<file path="src/rtl/mux8_rr_arbiter_pkg.sv">
// Shared definitions for the 8-way round-robin mux arbiter: state encoding,
// bus geometry and the index-to-grant helper.
package mux8_rr_arbiter_pkg;

  localparam int NREQ  = 8;
  localparam int DW    = 4;
  localparam int SEL_W = 3;

  typedef enum logic {
    ST_IDLE  = 1'b0,
    ST_GRANT = 1'b1
  } arb_state_e;

  function automatic logic [NREQ-1:0] idx_to_onehot(input logic [SEL_W-1:0] idx);
    return NREQ'(1) << idx;
  endfunction

endpackage

</file>
<file path="src/rtl/mux8x1_4b.sv">
// Plain 8:1 multiplexer of 4-bit words, select given as discrete s2..s0 lines.
module mux8x1_4b
  import mux8_rr_arbiter_pkg::*;
(
  input  logic [DW-1:0] i0,
  input  logic [DW-1:0] i1,
  input  logic [DW-1:0] i2,
  input  logic [DW-1:0] i3,
  input  logic [DW-1:0] i4,
  input  logic [DW-1:0] i5,
  input  logic [DW-1:0] i6,
  input  logic [DW-1:0] i7,
  input  logic          s0,
  input  logic          s1,
  input  logic          s2,
  output logic [DW-1:0] f
);

  always_comb begin
    case ({s2, s1, s0})
      3'd0:    f = i0;
      3'd1:    f = i1;
      3'd2:    f = i2;
      3'd3:    f = i3;
      3'd4:    f = i4;
      3'd5:    f = i5;
      3'd6:    f = i6;
      default: f = i7;
    endcase
  end

endmodule

</file>
<file path="src/rtl/rr_priority8.sv">
// Rotating-priority encoder: returns the first asserted request found when
// scanning upward from ptr with wrap-around, plus a flag that any was found.
module rr_priority8
  import mux8_rr_arbiter_pkg::*;
(
  input  logic [NREQ-1:0]  req,
  input  logic [SEL_W-1:0] ptr,
  output logic [SEL_W-1:0] pick,
  output logic             any
);

  logic [SEL_W-1:0] scan_idx;

  // Scan from the lowest priority back to ptr so the last hit is the winner.
  always_comb begin
    pick     = '0;
    any      = 1'b0;
    scan_idx = '0;
    for (int k = NREQ - 1; k >= 0; k--) begin
      scan_idx = ptr + SEL_W'(k);
      if (req[scan_idx]) begin
        pick = scan_idx;
        any  = 1'b1;
      end
    end
  end

endmodule

</file>
<file path="src/rtl/mux8_rr_arbiter.sv">
// Round-robin arbiter owning one shared 8:1 4-bit mux; holds a grant until the
// owner drops req or has moved MAX_HOLD beats while someone else is waiting.
module mux8_rr_arbiter
  import mux8_rr_arbiter_pkg::*;
#(
  parameter int MAX_HOLD = 8,
  parameter int CNT_W    = 4
) (
  input  logic            clk,
  input  logic            rst_n,
  input  logic [NREQ-1:0] req,
  input  logic [DW-1:0]   i0,
  input  logic [DW-1:0]   i1,
  input  logic [DW-1:0]   i2,
  input  logic [DW-1:0]   i3,
  input  logic [DW-1:0]   i4,
  input  logic [DW-1:0]   i5,
  input  logic [DW-1:0]   i6,
  input  logic [DW-1:0]   i7,
  input  logic            out_ready,
  output logic [NREQ-1:0] gnt,
  output logic            s0,
  output logic            s1,
  output logic            s2,
  output logic [DW-1:0]   f,
  output logic            out_valid,
  output logic            busy
);

  localparam logic [CNT_W-1:0] HOLD_LAST = CNT_W'(MAX_HOLD - 1);

  arb_state_e       state, state_nxt;
  logic [NREQ-1:0]  gnt_nxt;
  logic [SEL_W-1:0] sel, sel_nxt;
  logic [SEL_W-1:0] ptr, ptr_nxt;
  logic [CNT_W-1:0] cnt, cnt_nxt;

  logic [NREQ-1:0]  arb_req;
  logic [SEL_W-1:0] arb_ptr;
  logic [SEL_W-1:0] pick;
  logic             any;
  logic             xfer;
  logic             others_wait;
  logic             release_now;

  function automatic logic [CNT_W-1:0] cnt_sat_inc(input logic [CNT_W-1:0] c);
    if (c == HOLD_LAST) return c;
    return c + 1'b1;
  endfunction

  // While granted, the arbiter only ever looks at the next owner: exclude the
  // current one and start the scan just past it.
  assign arb_req = (state == ST_GRANT) ? (req & ~gnt) : req;
  assign arb_ptr = (state == ST_GRANT) ? (sel + 3'd1) : ptr;

  rr_priority8 u_prio (
    .req  (arb_req),
    .ptr  (arb_ptr),
    .pick (pick),
    .any  (any)
  );

  assign xfer        = out_valid & out_ready;
  assign others_wait = |(req & ~gnt);
  assign release_now = ~req[sel] | (xfer & (cnt == HOLD_LAST) & others_wait);

  // ---- state register ----
  always_ff @(posedge clk) begin
    if (!rst_n) begin
      state <= ST_IDLE;
      gnt   <= '0;
      sel   <= '0;
      ptr   <= '0;
      cnt   <= '0;
    end else begin
      state <= state_nxt;
      gnt   <= gnt_nxt;
      sel   <= sel_nxt;
      ptr   <= ptr_nxt;
      cnt   <= cnt_nxt;
    end
  end

  // ---- next-state logic ----
  always_comb begin
    state_nxt = state;
    gnt_nxt   = gnt;
    sel_nxt   = sel;
    ptr_nxt   = ptr;
    cnt_nxt   = cnt;
    case (state)
      ST_IDLE: begin
        if (any) begin
          state_nxt = ST_GRANT;
          gnt_nxt   = idx_to_onehot(pick);
          sel_nxt   = pick;
          cnt_nxt   = '0;
        end
      end
      default: begin
        if (release_now) begin
          ptr_nxt = arb_ptr;
          cnt_nxt = '0;
          if (any) begin
            state_nxt = ST_GRANT;
            gnt_nxt   = idx_to_onehot(pick);
            sel_nxt   = pick;
          end else begin
            state_nxt = ST_IDLE;
            gnt_nxt   = '0;
          end
        end else if (xfer) begin
          cnt_nxt = cnt_sat_inc(cnt);
        end
      end
    endcase
  end

  // ---- outputs ----
  always_comb begin
    busy      = (state == ST_GRANT);
    out_valid = busy & req[sel];
    s0        = sel[0];
    s1        = sel[1];
    s2        = sel[2];
  end

  mux8x1_4b u_mux (
    .i0 (i0),
    .i1 (i1),
    .i2 (i2),
    .i3 (i3),
    .i4 (i4),
    .i5 (i5),
    .i6 (i6),
    .i7 (i7),
    .s0 (s0),
    .s1 (s1),
    .s2 (s2),
    .f  (f)
  );

endmodule

</file>
<file path="config.mk">
export PLATFORM = sky130hd
export DESIGN_NAME = mux8_rr_arbiter
export DESIGN_NICKNAME = d
export VERILOG_FILES = /design/src/rtl/mux8_rr_arbiter_pkg.sv /design/src/rtl/mux8x1_4b.sv /design/src/rtl/rr_priority8.sv /design/src/rtl/mux8_rr_arbiter.sv
export SDC_FILE = /design/constraint.sdc
export NUM_CORES = 1
export LEC_CHECK = 0
export ABC_AREA = 0
export BUFFER_PORTS_ARGS = -buffer_cell sky130_fd_sc_hd__buf_2
export CELL_PAD_IN_SITES_DETAIL_PLACEMENT = 0
export CELL_PAD_IN_SITES_GLOBAL_PLACEMENT = 2
export CORE_ASPECT_RATIO = 1.2
export CORE_UTILIZATION = 33
export DETAILED_ROUTE_END_ITERATION = 7
export GPL_TIMING_DRIVEN = 0
export PLACE_DENSITY = 0.85
export SETUP_SLACK_MARGIN = 0.3
export SYNTH_ARGS = -nofsm -noshare
export SYNTH_HDL_FRONTEND = slang
export SYNTH_SLANG_ARGS = --single-unit
</file>
<file path="constraint.sdc">
create_clock -name clk -period 4.1 [get_ports clk]
set_input_delay 0.205 -clock clk [delete_from_list [all_inputs] [get_ports clk]]
set_output_delay 0.205 -clock clk [all_outputs]
set_load 0.05 [all_outputs]
</file>
==> impl_metrics.env, run 1 <==
export IMPL_required_ns=4.27
export IMPL_reg2reg_from="sel[0]"
export IMPL_grt_pass1_vias=2851
export IMPL_cpMaxStageDelayCell="a221o_1"
export IMPL_ant_nets=0
export IMPL_max_freq_mhz=271
export IMPL_synth_ff_type="dfxtp_1"
export IMPL_place_congestion=0.869
export IMPL_place_hpwl_mm=7.09
export IMPL_rsz0062_at_grt="false"
export IMPL_clkSinkCount=19
export IMPL_design_portCount=60
export IMPL_grtUsageTotal_pct=21.3
export IMPL_fin_cells=495
export IMPL_vias=2987
export IMPL_hp_start="rst_n"
export IMPL_cp_max_fo=10
export IMPL_r2r_slack_ns=0.41
export IMPL_hold_path_endpoint="sel[1]"
export IMPL_synth_top_area_share_pct=13.9
export IMPL_relSlewSlack_pct=34.9
export IMPL_syn_inst=326
export IMPL_synthesis_nets=377
export IMPL_via_per_inst=6.03
export IMPL_drt_pass1_iter_count=5
export IMPL_antenna_found_initial=0
export IMPL_initial_utilization_pct=33.9
export IMPL_finalSetupViolCount=0
export IMPL_vdd_drop_max_mv=0.444
export IMPL_synth_area_top_cells="dfxtp_1 (14%), mux2i_1 (6.6%), mux2_2 (4.9%), mux4_2 (4.9%), a21oi_1 (3.8%)"
export IMPL_p_leak_nw=1.47
export IMPL_maxCapViolations=0
export IMPL_crit_arrival_ns=3.86
export IMPL_worstSkewPairLatency_ns=0.27
export IMPL_ff_latch_area_um2=392
export IMPL_synth_async_reset_ratio_pct=0
export IMPL_grt_first_pass_wirelength_mm=14.5
export IMPL_cts_hold_buffers=0
export IMPL_routed_wirelength_mm=9.17
export IMPL_powerDensity_nw_per_um2=844
export IMPL_yosysUniqueCellTypes=80
export IMPL_clock_tree_root_cell="clkbuf_8"
export IMPL_core_um2=8060
export IMPL_cp_slowest_stage_delay_ns=0.49
export IMPL_clk_pin_slew_ns=0.08
export IMPL_fin_crit_ns=3.69
export IMPL_multi_input_area_um2=2330
export IMPL_hp_class="input port to flip-flop"
export IMPL_path_cells="buf_4, nand2_2, nand2_4, inv_2, buf_4, ha_1, or3_1, buf_2, nand2_4, mux2i_1, a221o_1, a21oi_2, o2bb2ai_2, or2_1, o41ai_1"
export IMPL_die_w_um=85.1
export IMPL_wire_per_inst_um=18.5
export IMPL_cts_tree="built"
export IMPL_ff2ff_path_depth=15
export IMPL_grt_overflow_total=0
export IMPL_drt_initial_drc_count=132
export IMPL_outcome="finished clean"
export IMPL_diodes=0
export IMPL_synth_seq_cells=19
export IMPL_clock_skew_ns=0.00399
export IMPL_final_util_pct=43.0
export IMPL_synth_edff_count=0
export IMPL_tightest_slew_ns=0.968
export IMPL_syn_to_final_growth_pct=27.0
export IMPL_numCtsBuffers=3
export IMPL_die_h_um=102
export IMPL_fill_cells=836
export IMPL_syn_area_um2=2730
export IMPL_holdPathStages=3
export IMPL_fin_tns_setup_ns=0
export IMPL_synth_top_area_cell="dfxtp_1"
export IMPL_rows=36
export IMPL_crit_path_start_kind="flip-flop"
export IMPL_yosysSeqAreaShare_pct=13.9
export IMPL_yosysWarnings=0
export IMPL_finalHoldViolations=0
export IMPL_period_share_pct=90.1
export IMPL_die_area_um2=8650
export IMPL_r2r_end="gnt[2]"
export IMPL_end_kind="flip-flop"
export IMPL_dp_cells=479
export IMPL_drcViolationCount=0
export IMPL_avgSynthCellArea_um2=8.38
export IMPL_drive_gt1_share_pct=40.8
export IMPL_path_class="flip-flop to flip-flop"
export IMPL_grt_max_degree=12
export IMPL_clock_path_buffers=2
export IMPL_final_max_slew_viol_count=0
export IMPL_nNetsFinal=452
export IMPL_ctsHtreeMaxLevel=1
export IMPL_portBuffers=58
export IMPL_power_mw=2.93
==> synthesized netlist by cell type, types with 5 or more instances <==
| library cell | count |
|---|---|
| a21oi_1 | 21 |
| nor2_1 | 21 |
| dfxtp_1 | 19 |
| inv_1 | 19 |
| mux2i_1 | 18 |
| nand2_1 | 16 |
| mux2_2 | 12 |
| o21ai_0 | 10 |
| nand3_1 | 9 |
| ha_1 | 8 |
| nor3_1 | 8 |
| a31oi_1 | 6 |
| and2_1 | 6 |
| buf_2 | 6 |
| mux4_2 | 6 |
| o21ai_1 | 6 |
| a21boi_1 | 5 |
| a222oi_1 | 5 |
| a22oi_1 | 5 |
| a32o_1 | 5 |
| o22ai_1 | 5 |
| or3_1 | 5 |
==> cells by family (layout without fill, tap and decap cells) <==
| kind of cell | count (synthesis) | in the layout | synth area share, % |
|---|---|---|---|
| and+or+nand+nor | 93 | 93 | 18.9 |
| buffers and inverters | 38 | 112 | 6.87 |
| muxes | 43 | 43 | 20.1 |
| AOI/OAI and AO/OA | 121 | 121 | 35.3 |
| adders and majority gates | 8 | 8 | 3.66 |
| DFF | 19 | 19 | 13.9 |
| xor gates and xnor gates | 4 | 4 | 1.28 |
==> per-layer routing <==
| layer | routed length (um) | track usage (%) | up-vias |
|---|---|---|---|
| met5 | 0 | 0 | - |
| met4 | 141 | 7.17 | 0 |
| met3 | 414 | 1.71 | 14 |
| met2 | 4660 | 38.8 | 99 |
| met1 | 3960 | 26.3 | 1454 |
| li1 | - | - | 1420 |
==> layout by cell type, fill, tap and decap left out, types with 5 or more instances in the layout <==
| cell type | count |
|---|---|
| ha_1 | 6 |
| a222oi_1 | 5 |
| and2_1 | 5 |
| nand3_1 | 9 |
| a22oi_1 | 5 |
| o21ai_0 | 7 |
| nor3_1 | 8 |
| dfxtp_1 | 16 |
| a31oi_1 | 5 |
| buf_2 | 61 |
| or3_1 | 5 |
| nand2_1 | 15 |
| a21boi_1 | 5 |
| a32o_1 | 5 |
| inv_1 | 19 |
| mux4_2 | 6 |
| nor2_1 | 21 |
| buf_4 | 18 |
| o21ai_1 | 7 |
| mux2i_1 | 16 |
| mux2_2 | 12 |
| a21oi_1 | 20 |
==> registers in the layout (all words and copies together), names as in the netlist <==
name  cells
sel       3
cnt       4
gnt       8
ptr       3
busy      1
==> worst max-delay path by stage <==
stage	from	to	slack, ns	cells past startpoint
final	sel[0]	gnt[2]	0.41	15
after floorplan	sel[1]	gnt[2]	0.30	15
after global placement	sel[0]	cnt[3]	-0.18	16
after detailed placement	sel[0]	cnt[3]	-0.18	15
after global routing	sel[0]	gnt[6]	0.31	15
after CTS	busy	gnt[7]	0.34	15
==> critical path, delay by kind of cell (launching register included) <==
kind | cells | cell delay [ns]
AOI/OAI and AO/OA | 4 | 1.14
adders and majority gates | 1 | 0.23
buffers and inverters | 4 | 0.68
DFF | 1 | 0.37
muxes | 1 | 0.11
and+or+nand+nor | 5 | 1.05
==> metrics by stage <==
step / cell area [um^2] / hold WS, ns / worst slack, ns
floorplan: 2740 / 0.462 / 0.302
global placement: 3150 / 0.487 / -0.184
detailed placement: 3150 / 0.499 / -0.179
CTS: 3320 / 0.308 / 0.341
global route: 3470 / 0.344 / 0.306
finish: 3470 / 0.297 / 0.407
==> power breakdown <==
part	internal, mW	switching (mW)
clock network	0.0679	0.0717
logic	0.966	1.51
registers	0.243	0.0743
total	1.28	1.65
==> layout make-up <==
class	count	area share, %
Inverter	22	2.42
Sequential cell	19	11.3
Multi-Input combinational cell	269	67.2
Buffer	16	3.39
Clock inverter	1	0.144
Timing Repair Buffer	70	11.0
Clock buffer	3	1.19
Tap cell	95	3.42
==> timing repair <==
action,4_1_cts,5_1_grt
gates resized for setup,20,20
endpoints found under the setup margin,16,14
buffers inserted,5,7
pin swaps,6,4
(Power assumes the default switching activity.)
==> run 2, diff against run 1 <==
--- a/config.mk
+++ b/config.mk
@@ -12,7 +12,6 @@
 export CORE_ASPECT_RATIO = 1.2
 export CORE_UTILIZATION = 33
 export DETAILED_ROUTE_END_ITERATION = 7
-export GPL_TIMING_DRIVEN = 0
 export PLACE_DENSITY = 0.85
 export SETUP_SLACK_MARGIN = 0.3
 export SYNTH_ARGS = -nofsm -noshare
==> impl_metrics.env, run 2 (synthesis gave the netlist of run 1 again) <==
export IMPL_power_switching_mw=1.59
export IMPL_clock_tree_root_cell="clkbuf_8"
export IMPL_initial_utilization_pct=33.9
export IMPL_p_seq_share_pct=11.7
export IMPL_die_h_um=102
export IMPL_largest_reg_flops=8
export IMPL_relSlewSlack_pct=33.0
export IMPL_post_place_ws_ns=0.193
export IMPL_wire_per_inst_um=18.4
export IMPL_hp_start="rst_n"
export IMPL_grt_overflow_total=0
export IMPL_ctsHtreeMaxLevel=1
export IMPL_portBuffers=59
export IMPL_max_freq_mhz=271
export IMPL_vias=2933
export IMPL_nNetsFinal=436
export IMPL_crit_path_start_kind="flip-flop"
export IMPL_path_class="flip-flop to flip-flop"
export IMPL_drt_pass1_iter_count=5
export IMPL_finalSetupViolCount=0
export IMPL_grt_max_degree=22
export IMPL_routed_wirelength_mm=8.82
export IMPL_final_common_cell="buf_2"
export IMPL_tightest_slew_ns=0.997
export IMPL_drcViolationCount=0
export IMPL_cp_max_fo=11
export IMPL_numCtsBuffers=3
export IMPL_clock_skew_ns=0.00252
export IMPL_end_kind="flip-flop"
export IMPL_combinationalPowerShare_pct=83.4
export IMPL_largest_register="gnt"
export IMPL_power_internal_mw=1.19
export IMPL_worstSetupStartpoint="sel[0]"
export IMPL_rows=36
export IMPL_fin_crit_ns=3.69
export IMPL_p_leak_nw=1.38
export IMPL_worstSkewPairLatency_ns=0.26
export IMPL_diodes=0
export IMPL_final_util_pct=40.7
export IMPL_place_congestion=0.931
export IMPL_required_ns=4.25
export IMPL_powerDensity_nw_per_um2=846
export IMPL_grt_pass1_vias=2784
export IMPL_ant_nets=0
export IMPL_hp_class="input port to flip-flop"
export IMPL_layout_common_cells="buf_2 (59), nor2_1 (21), a21oi_1 (20)"
export IMPL_maxCapViolations=0
export IMPL_clkSinkCount=19
export IMPL_pwr_share_clk_pct=4.8
export IMPL_antenna_found_initial=0
export IMPL_cts_tree="built"
export IMPL_largestRegisters="gnt: 8 flops, cnt: 4 flops"
export IMPL_place_hpwl_mm=7.01
export IMPL_core_um2=8060
export IMPL_drt_initial_drc_count=213
export IMPL_clk_pin_slew_ns=0.07
export IMPL_syn_to_final_growth_pct=20.0
export IMPL_drive_gt1_share_pct=37.8
export IMPL_vdd_drop_max_mv=0.456
export IMPL_crit_arrival_ns=3.85
export IMPL_outcome="finished clean"
export IMPL_switching_share_pct=57.2
export IMPL_period_share_pct=90.1
export IMPL_fin_tns_setup_ns=0
export IMPL_die_w_um=85.1
export IMPL_design_portCount=60
export IMPL_die_area_um2=8650
export IMPL_grtUsageTotal_pct=20.5
export IMPL_clock_path_buffers=2
export IMPL_via_per_inst=6.12
export IMPL_fin_ws_ns=0.407
export IMPL_finalHoldViolations=0
export IMPL_fill_cells=829
export IMPL_final_max_slew_viol_count=0
export IMPL_grt_first_pass_wirelength_mm=14.2
export IMPL_rsz0062_at_grt="true"
export IMPL_reg2reg_from="sel[0]"
export IMPL_cts_hold_buffers=0
-- run 2: cell count changes in the layout (fill, tap and decap cells not counted), sizes merged --
cell	change
buf	-13
clkbuf	-3
-- run 2: final timing paths --
check,end,slack (ns),depth (start not counted)
max,gnt[3],0.41,14
min,sel[1],0.26,3
max reg2reg,gnt[3],0.41,14
min reg2reg,ptr[2],0.50,2
-- run 2: metal layers --
layer	track usage, %	share of wire (%)	up-vias
li1	-	-	1395
met1	25.6	43	1377
met2	37.3	49	136
met3	1.30	5.4	25
met4	6.91	2.6	0
met5	0	0	-
-- run 2: critical path: stages (launching register included) --
cell	delay, ns
dfxtp_4	0.42
inv_1	0.08
ha_1	0.38
mux2i_2	0.26
inv_2	0.06
ha_1	0.21
or3_4	0.45
nand2_4	0.15
mux2i_1	0.30
a221o_1	0.29
a311oi_1	0.15
o21ai_1	0.22
a22oi_2	0.07
buf_4	0.18
o41ai_1	0.35
-- run 2: final cells by class --
class,count,area (um^2),share of cell area (%)
clock buffers,3,41.3,1.26
inverters,22,82.6,2.52
multi-input cells,269,2270,69.1
clock inverters,1,5.00,0.153
well taps,95,119,3.63
flip-flops and latches,19,387,11.8
repair buffers,70,378,11.5
-- run 2: timing repair --
| action | CTS | global route |
|---|---|---|
| endpoints found under the setup margin | 11 | 15 |
| pin swaps | 2 | 3 |
| resized for setup | 4 | 15 |
| buffers inserted | 1 | 2 |
-- run 2: metrics by stage --
step | area [um^2] | power [mW] | cells | hold slack (ns)
floorplan | 2740 | 2.00 | 326 | 0.462
global placement | 3110 | 2.45 | 472 | 0.489
detailed placement | 3110 | 2.45 | 472 | 0.491
CTS | 3180 | 2.64 | 477 | 0.261
global route | 3280 | 2.95 | 479 | 0.278
finish | 3280 | 2.77 | 479 | 0.264
-- run 2: power by group through the flow --
stage	Clock (mW)	Sequential (mW)	Combinational (mW)
final	0.134	0.326	2.31
after global placement	0	0.324	2.12
after detailed placement	0	0.327	2.12
after CTS	0.136	0.324	2.18
after floorplan	0	0.456	1.54
after global routing	0.142	0.335	2.48
==> run 3, diff against run 2 <==
--- a/config.mk
+++ b/config.mk
@@ -13,6 +13,7 @@
 export CORE_UTILIZATION = 33
 export DETAILED_ROUTE_END_ITERATION = 7
 export PLACE_DENSITY = 0.85
+export RECOVER_POWER = 100
 export SETUP_SLACK_MARGIN = 0.3
 export SYNTH_ARGS = -nofsm -noshare
 export SYNTH_HDL_FRONTEND = slang
==> impl_metrics.env, run 3 (synthesis gave the netlist of run 1 again) <==
export IMPL_rsz0062_at_grt="true"
export IMPL_place_area_um2=3110
export IMPL_worstSkewPairLatency_ns=0.26
export IMPL_path_cells="inv_1, ha_1, mux2i_1, inv_2, ha_1, or3_4, nand2_4, mux2i_1, a221o_1, a311oi_1, o21ai_1, a22oi_2, buf_4, o41ai_1"
export IMPL_fin_tns_setup_ns=0
export IMPL_final_max_slew_viol_count=0
export IMPL_clk_pin_slew_ns=0.07
export IMPL_clkSinkCount=19
export IMPL_clock_skew_ns=0.00138
export IMPL_cts_tree="built"
export IMPL_end_kind="flip-flop"
export IMPL_place_congestion=0.931
export IMPL_powerDensity_nw_per_um2=845
export IMPL_ctsHtreeMaxLevel=1
export IMPL_finalHoldViolations=0
export IMPL_vdd_drop_max_mv=0.435
export IMPL_die_h_um=102
export IMPL_nNetsFinal=436
export IMPL_finalSetupViolCount=0
export IMPL_finalInstanceArea_um2=3250
export IMPL_ant_nets=0
export IMPL_largestRegisters="gnt: 8 flops, cnt: 4 flops"
export IMPL_drive_gt1_share_pct=32.8
export IMPL_largest_register="gnt"
export IMPL_crit_arrival_ns=3.90
export IMPL_core_um2=8060
export IMPL_clock_tree_root_cell="clkbuf_8"
export IMPL_fin_crit_ns=3.74
export IMPL_tightest_slew_ns=1.01
export IMPL_cp_slowest_stage_delay_ns=0.45
export IMPL_grt_first_pass_wirelength_mm=14.2
export IMPL_drcViolationCount=0
export IMPL_clock_path_buffers=2
export IMPL_place_hpwl_mm=7.01
export IMPL_maxCapViolations=0
export IMPL_largest_reg_flops=8
export IMPL_power_mw=2.74
export IMPL_relSlewSlack_pct=32.3
export IMPL_layout_common_cells="buf_2 (43), nor2_1 (21), a21oi_1 (20)"
export IMPL_numCtsBuffers=3
export IMPL_cts_hold_buffers=0
export IMPL_die_area_um2=8650
export IMPL_initial_utilization_pct=33.9
export IMPL_die_w_um=85.1
export IMPL_vias=2918
export IMPL_crit_path_start_kind="flip-flop"
export IMPL_max_freq_mhz=267
export IMPL_required_ns=4.26
export IMPL_cp_max_fo=11
export IMPL_period_share_pct=91.3
export IMPL_grt_pass1_vias=2784
export IMPL_routed_wirelength_mm=8.83
export IMPL_cpMaxStageDelayCell="or3_4"
export IMPL_diodes=0
export IMPL_drt_initial_drc_count=210
export IMPL_syn_to_final_growth_pct=18.8
export IMPL_drt_pass1_iter_count=6
export IMPL_wire_per_inst_um=18.4
export IMPL_outcome="finished clean"
export IMPL_via_per_inst=6.09
export IMPL_antenna_found_initial=0
export IMPL_grt_max_degree=22
export IMPL_design_portCount=60
export IMPL_final_common_cell="buf_2"
export IMPL_path_class="flip-flop to flip-flop"
export IMPL_hp_class="input port to flip-flop"
export IMPL_rows=36
export IMPL_p_leak_nw=1.32
export IMPL_grtUsageTotal_pct=20.5
export IMPL_portBuffers=59
export IMPL_grt_overflow_total=0
==> run 3: changes by cell type in the layout (fill, tap and decap cells not counted), sizes merged <==
| cell | change |
|---|---|
| clkbuf | +16 |
| buf | -16 |
==> run 3: worst max-delay path, delay by kind of cell, from the launching register on <==
| family | cells | cell delay (ns) |
|---|---|---|
| muxes | 2 | 0.62 |
| buffers and inverters | 3 | 0.33 |
| AOI/OAI and AO/OA | 5 | 1.08 |
| and+or+nand+nor | 2 | 0.61 |
| DFF | 1 | 0.42 |
| adders and majority gates | 2 | 0.57 |
==> run 3: layout make-up <==
class	instances	area [um^2]
multi-input cells	269	2250
fillers	834	4820
clock buffers	3	41.3
clock inverters	1	5.00
inverters	22	82.6
flip-flops and latches	19	387
repair buffers	70	358
well taps	95	119
==> run 3: what timing repair did <==
item	4_1_cts	5_1_grt
resized for setup	4	15
pin swaps	2	3
buffers inserted	1	2
endpoints found under the setup margin	11	15
==> run 3: metal layers <==
| metal | routed length, um | vias to the layer above | GRT usage, % |
|---|---|---|---|
| li1 | - | 1392 | - |
| met1 | 3740 | 1365 | 25.6 |
| met2 | 4340 | 132 | 37.3 |
| met3 | 488 | 29 | 1.30 |
| met4 | 257 | 0 | 6.91 |
| met5 | 0 | - | 0 |
==> run 3: report_power, final <==
group	switching (mW)	internal, mW	total, mW
logic	1.44	0.847	2.28
registers	0.0844	0.242	0.326
clock network	0.0664	0.0677	0.134
==> run 3: path summary, 6_finish.rpt <==
kind	startpoint	end	slack, ns	depth (start not counted)
worst max register to register	sel[0]	gnt[3]	0.36	14
worst min-delay path	rst_n	sel[1]	0.26	3
worst max-delay path	sel[0]	gnt[3]	0.36	14
worst min register to register	ptr[2]	ptr[2]	0.50	2
==> run 3: per-stage QoR <==
stage                     hold slack [ns]  setup WS (ns)  std cells  utilization (%)
after global routing                0.278          0.134        479             40.3
after CTS                           0.261          0.345        477             39.5
after floorplan                     0.462          0.302        326                -
final                               0.262          0.356        479             40.3
after global placement              0.489          0.287        472             38.5
after detailed placement            0.491          0.193        472             38.5
